### config.mk
export PLATFORM = sky130hd
export DESIGN_NAME = ps2_frame_receiver
export DESIGN_NICKNAME = d
export VERILOG_FILES = /design/src/rtl/ps2_frame_receiver.sv
export SDC_FILE = /design/constraint.sdc
export NUM_CORES = 1
export LEC_CHECK = 0
export ABC_AREA = 1
export BUFFER_PORTS_ARGS = -buffer_cell sky130_fd_sc_hd__buf_2
export CAP_MARGIN = 20
export CORE_MARGIN = 5
export CORE_UTILIZATION = 35
export CTS_BUF_LIST = sky130_fd_sc_hd__clkbuf_16
export DETAILED_ROUTE_END_ITERATION = 8
export GPL_ROUTABILITY_DRIVEN = 0
export REMOVE_ABC_BUFFERS = 1
export SYNTH_ARGS = -nofsm -noshare
export SYNTH_HDL_FRONTEND = slang
export SYNTH_SLANG_ARGS = --single-unit
### constraint.sdc
create_clock -name clk -period 2.35 [get_ports clk]
set_clock_uncertainty 0.1 [all_clocks]
set_input_delay 0.47 -clock clk [delete_from_list [all_inputs] [get_ports clk]]
set_output_delay 0.47 -clock clk [all_outputs]
set_load 0.01 [all_outputs]
### src/rtl/ps2_frame_receiver.sv
// PS/2 device-to-host frame receiver: deframes 11-bit frames on keyboard_clk falling edges and
// hands good bytes to the consumer through a one-entry valid/ready holding register.
module ps2_frame_receiver #(
  parameter int TIMEOUT_CYCLES = 100000,
  parameter int TIMER_WIDTH    = 17
) (
  input  logic       clk,
  input  logic       rst,
  input  logic       keyboard_clk,
  input  logic       keyboard_data,
  output logic [7:0] rx_data,
  output logic       rx_valid,
  input  logic       rx_ready,
  output logic       parity_error,
  output logic       frame_error,
  output logic       timeout,
  output logic       overrun,
  output logic       busy
);

  typedef enum logic [1:0] {
    IDLE   = 2'd0,
    DATA   = 2'd1,
    PARITY = 2'd2,
    STOP   = 2'd3
  } state_t;

  state_t                 state_reg;
  logic                   prev_clk_reg;
  logic [7:0]             shift_reg;
  logic [2:0]             bit_cnt_reg;
  logic                   parity_bit_reg;
  logic [TIMER_WIDTH-1:0] timer_reg;
  logic [7:0]             rx_data_reg;
  logic                   rx_valid_reg;
  logic                   parity_error_reg;
  logic                   frame_error_reg;
  logic                   timeout_reg;
  logic                   overrun_reg;
  logic                   busy_reg;

  logic fall;
  logic timer_expired;
  logic parity_ok;

  assign fall          = prev_clk_reg && !keyboard_clk;
  assign timer_expired = (timer_reg == TIMER_WIDTH'(TIMEOUT_CYCLES - 1));
  // Odd parity: the eight data bits plus the parity bit must hold an odd number of ones.
  assign parity_ok     = ^{shift_reg, parity_bit_reg};

  always_ff @(posedge clk) begin
    if (rst) begin
      state_reg        <= IDLE;
      prev_clk_reg     <= 1'b1;
      shift_reg        <= '0;
      bit_cnt_reg      <= '0;
      parity_bit_reg   <= 1'b0;
      timer_reg        <= '0;
      rx_data_reg      <= 8'h00;
      rx_valid_reg     <= 1'b0;
      parity_error_reg <= 1'b0;
      frame_error_reg  <= 1'b0;
      timeout_reg      <= 1'b0;
      overrun_reg      <= 1'b0;
      busy_reg         <= 1'b0;
    end else begin
      prev_clk_reg     <= keyboard_clk;
      parity_error_reg <= 1'b0;
      frame_error_reg  <= 1'b0;
      timeout_reg      <= 1'b0;
      overrun_reg      <= 1'b0;

      // A consumer handshake empties the holding register; a same-cycle good byte below refills it.
      if (rx_valid_reg && rx_ready) begin
        rx_valid_reg <= 1'b0;
      end

      if (state_reg == IDLE) begin
        timer_reg <= '0;
        if (fall && !keyboard_data) begin
          state_reg   <= DATA;
          bit_cnt_reg <= '0;
          busy_reg    <= 1'b1;
        end
      end else if (fall) begin
        timer_reg <= '0;
        case (state_reg)
          DATA: begin
            shift_reg   <= {keyboard_data, shift_reg[7:1]};
            bit_cnt_reg <= bit_cnt_reg + 3'd1;
            if (bit_cnt_reg == 3'd7) begin
              state_reg <= PARITY;
            end
          end
          PARITY: begin
            parity_bit_reg <= keyboard_data;
            state_reg      <= STOP;
          end
          default: begin
            state_reg <= IDLE;
            busy_reg  <= 1'b0;
            if (!keyboard_data) begin
              frame_error_reg <= 1'b1;
            end else if (!parity_ok) begin
              parity_error_reg <= 1'b1;
            end else if (!rx_valid_reg || rx_ready) begin
              rx_data_reg  <= shift_reg;
              rx_valid_reg <= 1'b1;
            end else begin
              overrun_reg <= 1'b1;
            end
          end
        endcase
      end else if (timer_expired) begin
        timeout_reg <= 1'b1;
        timer_reg   <= '0;
        state_reg   <= IDLE;
        busy_reg    <= 1'b0;
      end else begin
        timer_reg <= timer_reg + 1'b1;
      end
    end
  end

  assign rx_data      = rx_data_reg;
  assign rx_valid     = rx_valid_reg;
  assign parity_error = parity_error_reg;
  assign frame_error  = frame_error_reg;
  assign timeout      = timeout_reg;
  assign overrun      = overrun_reg;
  assign busy         = busy_reg;

endmodule

Yosys cells after proc, flatten, opt, wreduce, memory -nomap -nowiden:

Cells that the tools add are included.

* bits in registers: 46
* input bits: 5
* output and inout bits: 14
* logic and storage cells: 77

* $add $sub $neg: 2
* equal/unequal tests: 7
* multiplexer cells: 26
* bitwise logic cells: 5
* reductions and logical operators: 24

Operators by type and width (count)
* $add 17x1->17 const B: 1
* $eq 17x17->1 const B: 1
* $mux 1: 16
* $reduce_and 3->1: 5
* $mux 3: 4
* $mux 2: 5
* $reduce_xor 9->1: 1
* $reduce_or 7->1: 1
* $reduce_and 6->1: 1
* $reduce_or 6->1: 1
* $not 1->1: 5
* $reduce_or 5->1: 1
* $ne 4x4->1 const B: 1
* $pmux 2 s2: 1
* $reduce_bool 2->1: 2
* $reduce_or 4->1: 1
* $add 3x1->3 const B: 1
* $eq 3x3->1 const B: 1
* $logic_and 1x1->1: 3
* $logic_not 1->1: 3
* $ne 3x2->1 const B: 1
* $reduce_bool 3->1: 1
* $reduce_or 3->1: 1
* $eq 2x1->1 const B: 1
* other kinds (5): 5

Logic depth before layout (Yosys ltp):

Gate-level depths: netlist of run 1.

* depth after elaboration: 8
* mapped depth: 13
* depth with buffers taken out: 12

Worst setup path after synthesis of run 1:

Ideal clock, no wire load.

* path kind: register -> register
* from: register state_reg[0]
* to: register state_reg[1]
* library setup time: 114 ps
* arrival time: 1419 ps
* data required time: 2136 ps
* path slack: 717 ps
* cell stages (with the launch flop): 12
* path buffers: 0
* period minus slack after synthesis: 1633 ps
* cell sequence: dfxtp_1 > inv_1 > ha_1 > inv_1 > nand2_1 > nor2_1 > inv_1 > or2_1 > nand3_2 > nand2_1 > nand2_1 > nor2_1

* word-level cells in the longest chain between the ends: 4
* elaborated cells between the ends (all ways): 10
* those cells by class: eq/ne: 4; mux: 3; reduce/logical: 3

RTL lines
* from (decl): RTL line 28 `state_t state_reg;`
* from (signal assigned): RTL line 53 `state_reg <= IDLE;`
* from (signal assigned): RTL line 81 `state_reg <= DATA;`
* from (signal assigned): RTL line 92 `state_reg <= PARITY;`
* $eq 2x2->1 / $eq 2x1->1 (equally long branches): RTL line 87 `case (state_reg)`
* $pmux 2 s2: RTL line 87
* $mux 2: RTL line 85 `end else if (fall) begin`
* $mux 2: RTL line 78 `if (state_reg == IDLE) begin`

Parallel ways exist; a longest one is shown, timed or not.
A chain may end at the register's enable or synchronous reset.

Final worst setup path of run 1:

Same ends and word-level chain as after synthesis.

==> run_results.csv, run 1 <==
group,metric,value,unit
timing,max_slew_margin,71.54,%
route,routedWlPerCell,10.32,um
cts,hold_buffers,0,
setup_path,ff2ff_path_depth,11,
hold_path,hold_depth,3,
setup_path,crit_type,"flop to flop",
yosys,synth_common_cells,"nand2_1, inv_1, dfxtp_1",
yosys,syn_avg_cell_area,6.955,um^2
setup_path,arrival,1940,ps
cts,htreeDepth,2,
run,maxCapViolCount,0,
cts,post-cts-setup-buffer-count,0,
hold_path,hp-start,"keyboard_clk",
timing,final_max_slew_viol_count,0,
floorplan,io_pins,19,
setup_path,cp-start-kind,"flop",
cts,cts_buffer_depth,2,
floorplan,start_util,36.05,%
yosys,netlist_instances,331,
yosys,synth_edf_count,0,
placement,portBuffers,18,
finish,antenna_cells,0,
cts,clock_latency,280,ps
route,drc,0,
status,status,"complete, no violations",
finish,drive_gt1_share,11.97,%
grt,grtUsageTotal,11.42,%
grt,grt_pass1_wl,7.907,mm
finish,largest_register_ffs,17,
timing,hold_viol,0,
yosys,synth-main-ff-cell,"dfxtp_1",
yosys,ys_top_cells_by_area,"dfxtp_1, nand2_1, inv_1, nor2_1, a21oi_1",
grt,grt_pass1_vias,1790,
grt,overflow,0,
timing,max_freq,535.0,MHz
yosys,yosys_warnings,0,
yosys,ys_ff_latch,46,
cts,clk_pin_slew_worst_paths,60,ps
yosys,netlist-cell-type-count,31,
finish,fin_area,2589,um^2
yosys,synth_top_family_by_area,"simple AND/OR/NAND/NOR gates",
cts,cts_buffers,5,
yosys,synthArstFlopShare,0,%
yosys,synthDominantCellAreaShare,40.00,%
placement,post-dp-hpwl,3.255,mm
setup_path,path_max_fanout,6,
yosys,synth.most_common_cell,"nand2_1",
yosys,yosys-mux-area-fraction,0,%
placement,place_area,2456,um^2
route,drt_pass1_iterations,4,
floorplan,fp.dieH,91.11,um
timing,setup_viol,0,
floorplan,die_w,91.11,um
grt,antenna_found_initial,0,
yosys,netlist_area,2302,um^2
yosys,synth-compound-area-share,8.641,%
hold_path,hp-class,"input pin to flop",
yosys,ys_seq_area_share,40.00,%
finish,final_nets,364,
timing,tightest_slew,423.0,ps
pwr,power_density,643.3,nW/um^2
floorplan,core,6386,um^2
route,drt-total-wl,4.417,mm
setup_path,r2r_start,"state_reg[0]",
route,drtIter0Drc,57,
grt,grt_max_degree,22,
yosys,yosys.area_share.simple,34.73,%
pwr,p_leak,1.157,nW
setup_path,cp.required,2430,ps
setup_path,endpoint_kind,"flop",
timing,rsz0062_at_grt,"false",
timing,period_needed,1869,ps
cts,cts-root-buf,"clkbuf_16",
setup_path,crit_start,"state_reg[0]",
yosys,yosys.area_share.adder,4.348,%
timing,setup_tns,0,ps
cts,cts_repair_resize_count,0,
floorplan,dieArea,8300,um^2
route,antenna_left,0,
finish,areaGrowthSynthToFinish,12.45,%
cts,cts_tree,"built",
floorplan,core.rowCount,29,
cts,clock-sinks,46,
route,via_per_inst,4.591,
timing,period_share,79.53,%
route,num_vias,1965,
pwr,peakVddDrop,0.3981,mV
yosys,synth_xor_xnor_area_share,1.902,%
yosys,yosysTopAreaCell,"dfxtp_1",
## worst paths after layout
kind | end | slack (ps)
hold reg to reg | timer_reg[0] | 350
setup reg to reg | state_reg[1] | 480
setup / recovery | state_reg[1] | 480
hold / removal | prev_clk_reg | 280
## worst max-delay path, cell delays in order (launching register included)
cell,delay (ps)
dfxtp_1,410
inv_1,90
ha_1,270
inv_1,70
nand2_1,70
nor2_1,150
inv_1,100
or2_1,250
nand3_2,100
nand2_1,50
nand2_1,50
nor2_1,40
## report_power, final
group | internal, mW | switching [mW]
sequential | 0.800 | 0.0182
clock | 0.380 | 0.272
combinational | 0.0667 | 0.128
## final cells by class
type                    count  area (um^2)
clock buffers               5        125.1
clock inverters             2        7.507
fillers                   671         3797
inverters                  51        191.4
multi-input cells         227         1142
flip-flops and latches     46        920.9
well taps                  77        96.34
repair buffers             20        105.1
## cells in the final DEF, fill, tap and decap left out
| cell type | n |
|---|---|
| nand3_2 | 4 |
| nor4_1 | 2 |
| or2_2 | 1 |
| nand2_1 | 87 |
| inv_2 | 3 |
| xnor2_1 | 2 |
| clkbuf_16 | 5 |
| nor3_1 | 6 |
| a21oi_1 | 23 |
| inv_1 | 49 |
| buf_2 | 18 |
| a21oi_2 | 1 |
| nor2_4 | 1 |
| xor2_1 | 3 |
| nand3_4 | 1 |
| and3_1 | 1 |
| dfxtp_1 | 46 |
| nand2_2 | 5 |
| o31ai_1 | 1 |
| clkinv_1 | 1 |
| a21boi_0 | 1 |
| ha_1 | 8 |
| nor2_1 | 41 |
| nor4_4 | 1 |
| o21ai_0 | 12 |
| nand4_1 | 7 |
| nand3_1 | 17 |
| buf_4 | 2 |
| nor3b_1 | 1 |
| or2_1 | 1 |
## stage by stage
stage / instances / utilization [%] / setup slack (ps) / hold slack [ps] / power (mW)
final: 428 / 40.54 / 481.0 / 282.5 / 1.665
after floorplan: 324 / - / 105.3 / 317.6 / 0.9813
after global placement: 421 / 38.46 / 526.4 / 331.5 / 1.028
after detailed placement: 421 / 38.46 / 504.4 / 347.8 / 1.031
after CTS: 428 / 40.54 / 487.0 / 277.9 / 1.698
after global routing: 428 / 40.54 / 290.7 / 332.7 / 1.758
## kinds of logic (layout without fill, tap and decap cells)
| group | after synthesis | count (layout) |
|---|---|---|
| simple gates | 176 | 176 |
| buf+inv | 58 | 78 |
| flops | 46 | 46 |
| compound gates | 38 | 38 |
| fa+ha+maj | 8 | 8 |
| xor+xnor | 5 | 5 |
## routing by layer
metal / track usage [%] / part of all wire, % / up-vias
li1: - / - / 1079
met1: 15.00 / 51 / 864
met2: 17.85 / 45 / 16
met3: 2.810 / 2.7 / 6
met4: 4.768 / 1.5 / 0
met5: 0 / 0 / -
(Power assumes the default switching activity.)
==> run 2, diff against run 1 <==
==> constraint.sdc (replaced) <==
create_clock -name clk -period 1.7 [get_ports clk]
set_clock_uncertainty 0.1 [all_clocks]
set_input_delay 0.34 -clock clk [delete_from_list [all_inputs] [get_ports clk]]
set_output_delay 0.34 -clock clk [all_outputs]
set_load 0.01 [all_outputs]
==> run 2 against run 1 <==
Effect of this change:
- flip-flop and latch count unchanged
- core utilization grew 4.0 points
- non-clock buffer count up 12
- critical path type unchanged
- via count grew 3.7%
==> run_results.csv, run 2 (synthesis gave the netlist of run 1 again) <==
group,metric,value,unit
pwr,pwr-share-seq,43.7,%
placement,post-dp-hpwl,3.412,mm
route,drc,0,
setup_path,reg2reg_slack,70,ps
setup_path,crit_type,"flop to flop",
floorplan,io_pins,19,
pwr,switchingPower,0.6450,mW
setup_path,r2r_end,"state_reg[1]",
setup_path,worst-path-buf-inv,3,
timing,rsz0062_at_grt,"true",
cts,clk_pin_slew_worst_paths,60,ps
placement,preCtsSetupSlack,21.38,ps
setup_path,path_max_fanout,3,
pwr,power.share.clock,42.3,%
route,via_per_inst,4.611,
setup_path,cp.required,1780,ps
finish,layout_common_cells,"nand2_1, inv_1, nor2_1",
timing,hold_viol,0,
finish,final_common_cell,"nand2_1",
floorplan,core,6386,um^2
pwr,p_comb_share,14.0,%
hold_path,whs_endpoint,"prev_clk_reg",
placement,portBuffers,18,
finish,fin_area,2844,um^2
finish,fin_util,44.53,%
hold_path,hp-class,"input pin to flop",
cts,cts-root-buf,"clkbuf_16",
setup_path,ff2ff_path_depth,11,
finish,areaGrowthSynthToFinish,23.53,%
grt,grtUsageTotal,11.47,%
setup_path,path_delay_family,"simple AND/OR/NAND/NOR gates",
floorplan,core.rowCount,29,
grt,overflow,0,
pwr,finalPower,2.585,mW
cts,cts_tree,"built",
floorplan,dieArea,8300,um^2
pwr,peakVddDrop,0.5782,mV
finish,drive_gt1_share,21.64,%
route,antenna_left,0,
floorplan,fp.dieH,91.11,um
grt,grt_pass1_wl,8.052,mm
route,num_vias,2038,
route,drt-total-wl,4.828,mm
grt,grt_pass1_vias,1821,
floorplan,start_util,36.05,%
timing,period_share,96.07,%
setup_path,endpoint_kind,"flop",
setup_path,cp-start-kind,"flop",
finish,nFillCells,653,
finish,final_nets,377,
timing,finalWorstSetupSlack,66.74,ps
route,drtIter0Drc,65,
cts,post-cts-setup-buffer-count,0,
grt,antenna_found_initial,0,
pwr,netSwitchingFraction,24.95,%
finish,largest_register_ffs,17,
timing,max_slew_margin,77.03,%
route,routedWlPerCell,10.92,um
timing,period_needed,1633,ps
setup_path,arrival,1710,ps
grt,globalRoute.busiestLayer,"met2",
placement,place_area,2571,um^2
setup_path,r2r_start,"state_reg[1]",
setup_path,cpPeakStageDelay,330,ps
setup_path,cpMaxStageDelayCell,"dfxtp_2",
finish,antenna_cells,0,
pwr,power_density,908.9,nW/um^2
pwr,p_leak,1.240,nW
status,status,"complete, no violations",
cts,cts_buffer_depth,2,
setup_path,crit_chain,"inv_1, ha_2, inv_1, nand2_1, nor2_2, inv_1, or2_1, nand3_2, nand2_1, nand2_1, nor2_1",
timing,final_max_slew_viol_count,0,
grt,grt_util_met1,14.96,%
grt,use_met2,18.63,%
setup_path,cp.depth,11,
timing,setup_tns,0,ps
floorplan,die_w,91.11,um
run,maxCapViolCount,0,
cts,clock_latency,280,ps
cts,htreeDepth,2,
grt,use_met3,2.479,%
route,drt_pass1_iterations,4,
timing,setup_viol,0,
cts,cts_buffers,5,
cts,clock-sinks,46,
grt,grt_max_degree,20,
hold_path,hp-start,"keyboard_clk",
pwr,internal_power,1.940,mW
timing,tightest_slew,341.4,ps
hold_path,hold_depth,3,
timing,max_freq,612.3,MHz
run 2: cell count changes in the layout (fill, tap and decap cells not counted), sizes merged:
cell      change
buf          +12
inv           -1
clkinvlp      +1
bufinv        +1
nand3         +1
run 2: area by class of cell:
type                    count  area, um^2  share of cell area, %
well taps                  77       96.34                  3.388
flip-flops and latches     46       934.6                  32.86
clock inverters             3       41.29                  1.452
clock buffers               5       125.1                  4.399
inverters                  51       191.4                  6.731
repair buffers             32       220.2                  7.743
multi-input cells         228        1235                  43.42
run 2: stage by stage:
step                      hold slack [ps]  std cells
after floorplan                     302.4        324
after global placement              327.9        433
after detailed placement            344.4        433
after CTS                           143.8        441
after global routing                178.8        442
final                               146.0        442
run 2: timing repair:
action	CTS	global route
gates resized for setup	0	28
hold buffers	0	0
setup endpoints to repair	0	32
run 2: metal layers:
metal	share of wire, %	wire (um)	up-vias
met5	0	0	-
met4	1.4	67	0
met3	2.5	123	6
met2	47	2279	17
met1	49	2358	907
li1	-	-	1108
run 2: worst reg2reg max path, cell delays in order (launching register included):
cell and delay [ps]:
dfxtp_2 330, inv_1 70, ha_2 180, inv_1 50
nand2_1 100, nor2_2 150, inv_1 60, or2_1 240
nand3_2 100, nand2_1 50, nand2_1 50, nor2_1 50
run 2: worst max path at each step:
stage,from,endpoint,slack [ps]
after floorplan,state_reg[0],state_reg[1],-540
after global placement,keyboard_clk,rx_data[2],30
after detailed placement,timer_reg[0],state_reg[1],20
after CTS,timer_reg[0],state_reg[1],10
after global routing,state_reg[1],state_reg[1],-60
final,state_reg[1],state_reg[1],70
run 2: power groups by stage:
| stage | clock network [mW] | registers, mW | logic [mW] |
|---|---|---|---|
| 2_1_floorplan | 0 | 1.15 | 0.204 |
| 3_3_place_gp | 0 | 1.15 | 0.322 |
| 3_5_place_dp | 0 | 1.15 | 0.327 |
| 4_1_cts | 1.13 | 1.12 | 0.330 |
| 5_1_grt | 1.17 | 1.13 | 0.405 |
| 6_report | 1.09 | 1.13 | 0.362 |
